File: src/rtl/rgb_blend_pipe.sv
// rgb_blend_pipe: two-stage per-channel RGB multiply/blend with valid/ready flow control and sideband tag
module rgb_blend_pipe #(
  parameter int WIDTH     = 24,
  parameter int Q_BITS    = 12,
  parameter int RGB_WIDTH = 8,
  parameter int NUM_CH    = 3,
  parameter int TAG_WIDTH = 4
) (
  input  logic                          clk,
  input  logic                          rst,
  input  logic                          in_valid,
  output logic                          in_ready,
  input  logic [1:0]                    mode_in,
  input  logic [NUM_CH*RGB_WIDTH-1:0]   a_in,
  input  logic [NUM_CH*RGB_WIDTH-1:0]   b_in,
  input  logic [TAG_WIDTH-1:0]          tag_in,
  output logic                          out_valid,
  input  logic                          out_ready,
  output logic [NUM_CH*WIDTH-1:0]       result_out,
  output logic [TAG_WIDTH-1:0]          tag_out
);
  localparam int R = RGB_WIDTH;
  localparam logic [R-1:0] MAX = '1;
  localparam logic [2*R-1:0] MAX2 = {{R{1'b0}}, MAX};

  if (WIDTH < Q_BITS + RGB_WIDTH + 1) begin : g_bad_params
    $error("rgb_blend_pipe: WIDTH must be >= Q_BITS+RGB_WIDTH+1");
  end

  logic                     s1_valid, s2_valid, s2_load, accept;
  logic [1:0]               s1_mode;
  logic [TAG_WIDTH-1:0]     s1_tag;
  logic [NUM_CH*2*R-1:0]    p_d, s1_p;
  logic [NUM_CH*WIDTH-1:0]  res_d;

  assign s2_load   = s1_valid && (!s2_valid || out_ready);
  assign in_ready  = !rst && (!s1_valid || s2_load);
  assign accept    = in_valid && in_ready;
  assign out_valid = s2_valid;

  for (genvar g = 0; g < NUM_CH; g++) begin : g_ch
    logic [2*R-1:0] a, b, p;
    logic [2*R:0]   x, y;
    logic [R-1:0]   n, c;
    assign a = {{R{1'b0}}, a_in[g*R +: R]};
    assign b = {{R{1'b0}}, b_in[g*R +: R]};
    assign p_d[g*2*R +: 2*R] = mode_in == 2'd2 ? (MAX2 - a) * (MAX2 - b) :
                               mode_in == 2'd3 ? a : a * b;
    assign p = s1_p[g*2*R +: 2*R];
    // exact round(p/MAX): add half, then fold the high part back in
    assign x = {1'b0, p} + (2*R+1)'(1 << (R-1));
    assign y = x + (x >> R);
    assign n = R'(y >> R);
    assign c = s1_mode == 2'd0 ? p[2*R-1:R] :
               s1_mode == 2'd1 ? n :
               s1_mode == 2'd2 ? MAX - n : p[R-1:0];
    assign res_d[g*WIDTH +: WIDTH] = {{(WIDTH-R-Q_BITS){1'b0}}, c, {Q_BITS{1'b0}}};
  end

  always_ff @(posedge clk or posedge rst)
    if (rst) begin
      s1_valid   <= 1'b0;
      s2_valid   <= 1'b0;
      s1_mode    <= '0;
      s1_tag     <= '0;
      s1_p       <= '0;
      result_out <= '0;
      tag_out    <= '0;
    end else begin
      s1_valid <= accept || (s1_valid && !s2_load);
      s2_valid <= s2_load || (s2_valid && !out_ready);
      if (accept) begin
        s1_p    <= p_d;
        s1_mode <= mode_in;
        s1_tag  <= tag_in;
      end
      if (s2_load) begin
        result_out <= res_d;
        tag_out    <= s1_tag;
      end
    end
endmodule
File: config.mk
export PLATFORM = sky130hd
export DESIGN_NAME = rgb_blend_pipe
export DESIGN_NICKNAME = d
export VERILOG_FILES = /design/src/rtl/rgb_blend_pipe.sv
export SDC_FILE = /design/constraint.sdc
export NUM_CORES = 1
export LEC_CHECK = 0
export ABC_AREA = 1
export CAP_MARGIN = 40
export CORE_ASPECT_RATIO = 1.4
export CORE_MARGIN = 4
export CORE_UTILIZATION = 25
export CTS_CLUSTER_DIAMETER = 60
export DETAILED_ROUTE_END_ITERATION = 10
export PLACE_DENSITY = 0.41
export SETUP_SLACK_MARGIN = 0.2
export SYNTH_ARGS = -nofsm -noshare
export SYNTH_HDL_FRONTEND = slang
export SYNTH_SLANG_ARGS = --single-unit
File: constraint.sdc
create_clock -name clk -period 8.2 [get_ports clk]
set_input_delay 1.64 -clock clk [delete_from_list [all_inputs] [get_ports clk]]
set_output_delay 1.64 -clock clk [all_outputs]
set_load 0.01 [all_outputs]
==> flow_summary.yaml <==
outcome:
  status: "complete, no violations"
detailed_routing:
  route.vias.total: 17132
  route.detailed.drc: 0
  routedWlPerCell_um: 16.31
  dr.pass1.iters: 8
  detail-route-antenna-nets: 0
  viasPerCell: 4.359
  wl_um: 64110
  first_iter_violations: 672
clock_network:
  ctsRootBufferMaster: "clkbuf_16"
  cts_hold_buf: 0
  clk_path_buf_depth: 2
  cts_made_buffers: 9
  cts_tree: "yes"
  worst_skew_pair.late_latency_ns: 0.37
  cts.sinks: 84
  clk_pin_slew_ns: 0.07
  post_cts_resized: 0
  htreeDepth: 3
  post_cts_buffers: 0
global_route:
  gr-total-overflow: 0
  busiest_layer: "met2"
  grtUsageMet1_pct: 17.26
  grt.total_usage_pct: 15.74
  antenna_found_initial: 0
  grt_max_degree: 59
  use_met3_pct: 1.098
  grt_pass1_vias: 18601
  grt_pass1_wl_um: 103300
  met2_usage_pct: 31.93
die:
  initial_core_util_pct: 25.18
  dieWidth_um: 244.6
  die_area_sq_um: 82990
  rows: 121
  fp.dieH_um: 339.3
  io_pins: 136
  core_area_sq_um: 77820
yosys:
  synth_warnings: 0
  seq_area_frac_synth_pct: 10.73
  ys_ff_latch: 84
  synth_top_area_cell: "fa_1"
  ys_types: 46
  synth_top_cell_area_share_pct: 22.37
  async_reset_ff_share_pct: 100.0
  synthesis.area_sq_um: 19600
  synthTopCellsByArea: "fa_1 (22%), ha_1 (16%), nand2_1 (13%)"
  synth_edf_count: 0
  syn_inst: 2853
  ys.flop_type: "dfrtp_1"
  syn_area_per_cell_sq_um: 6.868
final_layout:
  fill_cells: 8729
  areaGrowthSynthToFinish_pct: 10.86
  drive_above_1_share_pct: 4.090
  fin_cells: 3930
  area.sequential_sq_um: 2102
  utilization_pct: 27.92
  final_cell_area_sq_um: 21720
  multi_input_area_sq_um: 14420
  nets: 3406
  antenna-diode-count: 0
timing:
  layout_setup_ws_ns: 1.833
  fmax_ghz: 0.1571
  setup_viol: 0
  fin_worst_skew_ns: 0.009195
  grt_setup_unrepaired: "no"
  setup_tns_ns: 0
  fin_crit_ns: 6.367
  slew_headroom_pct: 45.07
  hold_viol_final: 0
  period_share_pct: 77.65
  drv_slew: 0
  tightest_slew_ns: 0.8239
  worst_hold_slack_ns: 0.4840
worst_setup_path:
  cp-end-kind: "register"
  crit_family: "adder cells"
  worst_ep_required_time_ns: 8.46
  path_cells: "clkdlybuf4s50_1 -> nand2_1 -> fa_1 -> fa_1 -> inv_1 -> fa_1 -> inv_1 -> fa_1 -> inv_1 -> ha_1 -> inv_1 -> nor3_1 -> nand2_1 -> nand3b_1 -> nand2_1 -> nand3_1 -> a21oi_1 -> o21ai_0 -> nand2_1 -> nand2_1 -> nand2_1"
  cp_max_fo: 15
  path_buf_inv: 5
  start_kind: "input port"
  crit_path_frequent_cell: "nand2_1"
  cpPeakStageDelay_ns: 0.97
  arrival_ns: 6.63
  critPathSlowestCell: "clkdlybuf4s50_1"
  crit_type: "in -> reg"
place:
  hpwl_um: 52370
  dpl-instance-area_sq_um: 21440
  gp_congestion: 0.8101
  port-buffer-count: 87
  dpl.cell_count: 3914
  dp_slack_ns: 1.422
power_and_ir_drop:
  leakage_nw: 12.50
  peakVddDrop_mv: 0.1048
  p_per_area_nw_per_um2: 224.1
  total_power_mw: 4.868
run:
  max_cap_viol_count: 0
hold_path:
  hold_class: "reg -> reg"
-- worst min-delay path, cell delays in order, from the launching register on --
cell,delay (ns)
dfrtp_1,0.34
nand2_1,0.05
nand2_1,0.06
-- cell usage after synthesis (2+ instances only) --
library cell and number:
nand3_2 8, fa_1 219, o2111ai_1 2, inv_1 663, o21ai_0 110, nand4_1 19
a21boi_0 2, nor3_1 16, xor2_1 15, dfrtp_1 84, nand2_4 2, nand2_1 678
clkbuf_1 77, a21o_1 9, nand3b_1 4, o22ai_1 9, buf_4 49, o221ai_1 10
buf_2 7, inv_2 13, xnor2_1 6, nand3_1 121, buf_1 3, o21ai_1 5
o21bai_1 7, ha_1 249, nor2_4 4, o21ai_2 2, o31ai_1 2, a221oi_1 4
clkinv_1 2, a31oi_1 11, a21oi_1 134, nor2_1 244, nor2_2 11, o211ai_1 7
or2_2 15, o21a_1 2, a21oi_2 3, nand2_2 19
-- logic make-up after synthesis --
family / after synthesis / share of synthesized area (%)
AOI/OAI and AO/OA: 321 / 9.131
buffers and inverters: 815 / 16.61
adders and majority gates: 468 / 38.27
xor gates and xnor gates: 21 / 0.9387
and+or+nand+nor: 1143 / 24.30
other: 1 / 0.01914
DFF: 84 / 10.73
-- where the power goes --
part | switching, mW | internal, mW | leakage (nW)
Clock | 0.183 | 0.233 | 0.146
Combinational | 2.35 | 1.36 | 11.3
Sequential | 0.186 | 0.562 | 1.02
Total | 2.71 | 2.15 | 12.5
-- flip-flops by register name, summed over array words and instances, names as in the netlist --
name	cells
s1_p	48
result_out	24
s1_tag	4
tag_out	4
s1_mode	2
out_valid	1
s1_valid	1
-- layout make-up --
class | instances | area share, %
multi-input combinational | 2001 | 66.39
clock buffer | 10 | 1.054
timing repair buffer | 105 | 4.850
sequential | 84 | 9.676
clock inverter | 6 | 0.2534
inverter | 679 | 11.76
tap | 1045 | 6.019
-- cell usage in the layout, fill, tap and decap left out, drive strengths merged, types with 11 or more instances in the layout --
master	count
clkdlybuf4s50	87
fa	219
inv	677
dfrtp	84
or2	15
a21oi	137
nand4	19
conb	48
a31oi	11
buf	18
nand2	699
nand3	130
nor2	260
o21ai	117
xor2	15
nor3	16
ha	249
-- path summary, 6_finish.rpt --
kind	startpoint	end	slack (ns)	depth (start not counted)
max in group asynchronous	rst	result_out[38]$_DFFE_PP0P_	5.36	3
worst min register to register	result_out[63]$_DFFE_PP0P_	result_out[63]$_DFFE_PP0P_	0.48	2
worst min-delay path	result_out[63]$_DFFE_PP0P_	result_out[63]$_DFFE_PP0P_	0.48	2
worst max-delay path	a_in[1]	s1_p[12]$_DFFE_PP0P_	1.83	21
min in group asynchronous	rst	result_out[13]$_DFFE_PP0P_	1.66	2
worst max register to register	s1_p[40]$_DFFE_PP0P_	result_out[63]$_DFFE_PP0P_	4.85	18
-- per-layer routing --
metal / part of all wire [%] / vias to the layer above / wire length, um
met3: 2.3 / 71 / 1495
met4: 2.7 / 0 / 1751
met5: 0 / - / 0
li1: - / 8631 / -
met1: 39 / 8183 / 24850
met2: 56 / 247 / 36010
(Power assumes the default switching activity.)
